--- src/rtl/instr_packer_pkg.sv ---
// Shared constants for the instruction packer: format tags, MIPS field
// positions (identical to the field splitter) and the default load address.
package instr_packer_pkg;

    // Format tags carried alongside each field tuple
    localparam logic [1:0] FMT_R   = 2'd0;
    localparam logic [1:0] FMT_I   = 2'd1;
    localparam logic [1:0] FMT_J   = 2'd2;
    localparam logic [1:0] FMT_ILL = 2'd3;

    // Field bit positions within the 32-bit instruction word
    localparam int OP_HI    = 31;
    localparam int OP_LO    = 26;
    localparam int RS_HI    = 25;
    localparam int RS_LO    = 21;
    localparam int RT_HI    = 20;
    localparam int RT_LO    = 16;
    localparam int RD_HI    = 15;
    localparam int RD_LO    = 11;
    localparam int SH_HI    = 10;
    localparam int SH_LO    = 6;
    localparam int FN_HI    = 5;
    localparam int FN_LO    = 0;
    localparam int IMM16_HI = 15;
    localparam int IMM16_LO = 0;
    localparam int IMM26_HI = 25;
    localparam int IMM26_LO = 0;

    // IM byte address given to the first packed word after reset/clear
    localparam logic [31:0] DEFAULT_BASE_ADDR = 32'h0000_3000;

endpackage

--- src/rtl/instr_packer_encode.sv ---
// Combinational packer: builds a 32-bit MIPS word from decoded fields and a
// format tag. Fields not used by the selected format are ignored.
module instr_packer_encode
    import instr_packer_pkg::*;
(
    input  logic [1:0]  fmt,
    input  logic [5:0]  op,
    input  logic [4:0]  rs,
    input  logic [4:0]  rt,
    input  logic [4:0]  rd,
    input  logic [4:0]  shamt,
    input  logic [5:0]  func,
    input  logic [15:0] imm16,
    input  logic [25:0] imm26,
    output logic [31:0] word,
    output logic        legal
);

    // Place each field at its slot for the selected format
    always_comb begin
        word  = 32'd0;
        legal = 1'b1;
        case (fmt)
            FMT_R: begin
                word[OP_HI:OP_LO] = op;
                word[RS_HI:RS_LO] = rs;
                word[RT_HI:RT_LO] = rt;
                word[RD_HI:RD_LO] = rd;
                word[SH_HI:SH_LO] = shamt;
                word[FN_HI:FN_LO] = func;
            end
            FMT_I: begin
                word[OP_HI:OP_LO]       = op;
                word[RS_HI:RS_LO]       = rs;
                word[RT_HI:RT_LO]       = rt;
                word[IMM16_HI:IMM16_LO] = imm16;
            end
            FMT_J: begin
                word[OP_HI:OP_LO]       = op;
                word[IMM26_HI:IMM26_LO] = imm26;
            end
            default: begin
                legal = 1'b0;
            end
        endcase
    end

endmodule

--- src/rtl/instr_packer.sv ---
// Instruction packer: accepts field tuples over a valid/ready stream, packs
// them into instruction words and emits each with its IM byte address.
// Tracks a word count against DEPTH and stops accepting once it is reached.
module instr_packer
    import instr_packer_pkg::*;
#(
    parameter logic [31:0] BASE_ADDR = DEFAULT_BASE_ADDR,
    parameter int          DEPTH     = 4096
) (
    input  logic        clk,
    input  logic        reset,
    input  logic        clear,
    input  logic        in_valid,
    output logic        in_ready,
    input  logic [1:0]  fmt,
    input  logic [5:0]  op,
    input  logic [4:0]  rs,
    input  logic [4:0]  rt,
    input  logic [4:0]  rd,
    input  logic [4:0]  shamt,
    input  logic [5:0]  func,
    input  logic [15:0] imm16,
    input  logic [25:0] imm26,
    output logic        out_valid,
    input  logic        out_ready,
    output logic [31:0] out_instr,
    output logic [31:0] out_addr,
    output logic        full,
    output logic        done,
    output logic        err
);

    localparam int CNT_W = $clog2(DEPTH + 1);

    logic [31:0]      word;
    logic             legal;
    logic             accept;
    logic             out_valid_reg;
    logic [31:0]      out_instr_reg;
    logic [31:0]      out_addr_reg;
    logic [31:0]      addr_cnt_reg;
    logic [CNT_W-1:0] cnt_reg;
    logic             full_reg;
    logic             err_reg;

    instr_packer_encode u_encode (
        .fmt   (fmt),
        .op    (op),
        .rs    (rs),
        .rt    (rt),
        .rd    (rd),
        .shamt (shamt),
        .func  (func),
        .imm16 (imm16),
        .imm26 (imm26),
        .word  (word),
        .legal (legal)
    );

    // Room for a new tuple when not full and the output slot is free or draining
    assign in_ready = !full_reg && (!out_valid_reg || out_ready);
    assign accept   = in_valid && in_ready;

    // Output register, address/count tracking and error pulse
    always_ff @(posedge clk) begin
        if (reset || clear) begin
            out_valid_reg <= 1'b0;
            out_instr_reg <= 32'd0;
            out_addr_reg  <= 32'd0;
            addr_cnt_reg  <= BASE_ADDR;
            cnt_reg       <= '0;
            full_reg      <= 1'b0;
            err_reg       <= 1'b0;
        end else begin
            err_reg <= accept && !legal;
            if (accept && legal) begin
                out_valid_reg <= 1'b1;
                out_instr_reg <= word;
                out_addr_reg  <= addr_cnt_reg;
                addr_cnt_reg  <= addr_cnt_reg + 32'd4;
                cnt_reg       <= cnt_reg + 1'b1;
                // Full takes effect together with the count reaching DEPTH
                if (cnt_reg == CNT_W'(DEPTH - 1)) begin
                    full_reg <= 1'b1;
                end
            end else if (out_valid_reg && out_ready) begin
                out_valid_reg <= 1'b0;
            end
        end
    end

    assign out_valid = out_valid_reg;
    assign out_instr = out_instr_reg;
    assign out_addr  = out_addr_reg;
    assign full      = full_reg;
    assign done      = full_reg && !out_valid_reg;
    assign err       = err_reg;

endmodule
--- config.mk ---
export PLATFORM = sky130hd
export DESIGN_NAME = instr_packer
export DESIGN_NICKNAME = d
export VERILOG_FILES = /design/src/rtl/instr_packer_pkg.sv /design/src/rtl/instr_packer_encode.sv /design/src/rtl/instr_packer.sv
export SDC_FILE = /design/constraint.sdc
export NUM_CORES = 1
export LEC_CHECK = 0
export CORE_ASPECT_RATIO = 0.9
export CORE_UTILIZATION = 35
export DETAILED_ROUTE_END_ITERATION = 10
export HOLD_SLACK_MARGIN = 0.02
export PLACE_DENSITY_LB_ADDON = 0.3
export SLEW_MARGIN = 5
export SYNTH_ARGS = -nofsm -noshare
export SYNTH_HDL_FRONTEND = slang
export SYNTH_SLANG_ARGS = --single-unit
--- constraint.sdc ---
create_clock -name clk -period 2.35 [get_ports clk]
set_clock_uncertainty 0.15 [all_clocks]
set_input_delay 0.235 -clock clk [delete_from_list [all_inputs] [get_ports clk]]
set_output_delay 0.235 -clock clk [all_outputs]
set_load 0.01 [all_outputs]
==> metrics <==
run status=complete, no violations; layout cells sized above 1=0.0736; Post-synth EDFFs=0; Pwr Density=608 nW/µm²; post-CTS setup buffers=0; Sw Pwr=881 µW; fin crit period=2.10 ns; CTS Buf Count=9; CTS sink cnt=108; Rows=39; Filler cells=1193; grt ovf=0; WHS=0.300 ns; Post-Route Setup TNS=0 ns; post-synthesis mux area share=0.0344; H-tree depth=3; f_max=476 MHz; worst r2r dst=addr_cnt_reg[26]; Comb pwr share=0.110; Hold Path Class=in -> reg; Compound-Gate Fraction of Synth Area=0.109; DIE AREA=13800 µm²; Critical Path AT=1.71 ns; Lkg Pwr=0.00234 µW; most frequent cell after synthesis=dfxtp_1; Chip Height=111 µm; Clock Path Buffers=2; ys flop type=dfxtp_1; simple-gate area share of the yosys netlist=0.284; die width=124 µm; Reg2Reg Depth=5; largest family of logic cells by synthesized area=simple AND/OR/NAND/NOR gates; max reg flops=32; antenna violations before repair=0; synth unique cells=37; GRT Overall Usage=0.184; maxcap violations=0; Slew Viols, Final=0; Synth Instances=561; hold path start=op[0]; worst ir drop on vdd=0.363 mV; area occupied by multi-input gates=2310 µm²; Sequential Area=2160 µm²; WL per Instance=14.3 µm; Seq pwr share=0.458; measured slew at the worst slew-check pin=1.19 ns; Internal=3200 µW; cts hold-fix bufs=0; Placer Congestion=0.798; Post-Synth Adder-Cell Area=0.00538; Finish-stage setup viols=0; vias=4396; root buf cell=clkbuf_16; pin count of the biggest net entering global routing=44; Port Buffers=147; CP Launch Type=flip-flop; TritonCTS clock tree=done; initial core utilization=0.362; Core Util, Final=0.523; XOR/XNOR Fraction of Synth Area=0.0602; placed cell areas=6350 µm²; Power Total=4080 µW; Initial DRC Count=249; core footprint=12800 µm²; critical path fanouts, max=4; Final Cycle Share=0.893; Avg Cell Area, Syn=8.29 µm²; diode count=0; hpwl dp=9110 µm; Worst EP required=1.97 ns; Sw Share=0.216; Worst-path clk slew=0.07 ns; r2r startpoint=addr_cnt_reg[7]; hold path endpoint=out_instr[26]; synth top area cells=dfxtp_1, nand2_1, nor2_1, a21oi_1, nor3_1; Synth async-reset ratio=0; mapped cell area=4650 µm²; post-route cell area=6710 µm²; I/O pin count=150; unrepaired setup endpoints after global routing=no; R2R setup slack=0.36 ns; Synth top cells by count=dfxtp_1, nand2_1, nor2_1, a21oi_1, nor3_1; area grow syn2layout=44.2%; sequential fraction of the synthesis area=0.465; Fin. Hold Viols=0; Post-Route WL=12400 µm; post_cts resized=0; Clock power frac=0.431; post-route ant nets=0; post-synth top area share=0.465; worst skew pair latency=0.35 ns; Via-to-Cell Ratio=5.05; yosys warns=0; global-route wire length before repair=20000 µm; Hold Path Depth=3; Worst Setup End Kind=output pin; WS Path Type=reg -> out; # DRC=0; number of global-route vias before repair=4178; dominant cell type by area after synthesis=dfxtp_1; Slew headroom=0.204; Seq cells post-synth=108; TritonRoute pass-1 iters=4; nets=785
cell usage in the layout, fill, tap and decap left out, drive strengths merged, types with 17 or more instances in the layout:
cell and n:
a21oi 48, clkdlybuf4s50 147, dfxtp 108, nand2 94, xnor2 17, nor3 36, nor2 79, buf 21
power by group through the flow:
| stage | clock network (µW) | logic (µW) | registers (µW) |
|---|---|---|---|
| 4_1_cts | 1810 | 453 | 1870 |
| 3_5_place_dp | 0 | 452 | 1910 |
| 2_1_floorplan | 0 | 189 | 1930 |
| 6_report | 1760 | 451 | 1870 |
| 5_1_grt | 1890 | 492 | 1870 |
| 3_3_place_gp | 0 | 443 | 1910 |
worst max-delay path by stage:
stage	end	cells past startpoint	start
after floorplan	addr_cnt_reg[28]	7	addr_cnt_reg[2]
after global placement	out_instr[10]	5	fmt[1]
after detailed placement	out_instr[10]	5	fmt[1]
after CTS	in_ready	3	out_valid
after global routing	out_instr[15]	5	fmt[1]
final	in_ready	3	out_valid
per-layer routing:
| layer | wire length (µm) | track usage |
|---|---|---|
| met1 | 5470 | 0.226 |
| met2 | 6100 | 0.317 |
| met3 | 619 | 0.0451 |
| met4 | 256 | 0.0546 |
| met5 | 0 | 0 |
cell type report:
class | count | share of cell area
multi-input combinational | 410 | 0.344
tap | 164 | 0.0306
inverter | 5 | 0.00280
sequential | 108 | 0.322
timing repair buffer | 168 | 0.247
clock buffer | 11 | 0.0377
clock inverter | 5 | 0.0160
cells by family (layout without fill, tap and decap cells):
logic type,count (synthesis),after routing
compound gates,85,85
xor+xnor,32,32
flops,108,108
other cells,1,2
buf+inv,44,189
mux,16,16
simple gates,273,273
fa+ha+maj,2,2
metrics by stage:
stage          std cells  setup WS (ns)
6_report             871          0.250
5_1_grt              871          0.147
4_1_cts              871          0.231
3_5_place_dp         855        -0.0747
3_3_place_gp         855         0.0459
2_1_floorplan        562          0.460
critical path, cell delays in order (launching register included):
cell and delay (ns):
dfxtp_1 0.39, nor2b_1 0.41, nor2_1 0.08, clkdlybuf4s50_1 0.49
Note: power is estimated with default switching activity, not from simulation.
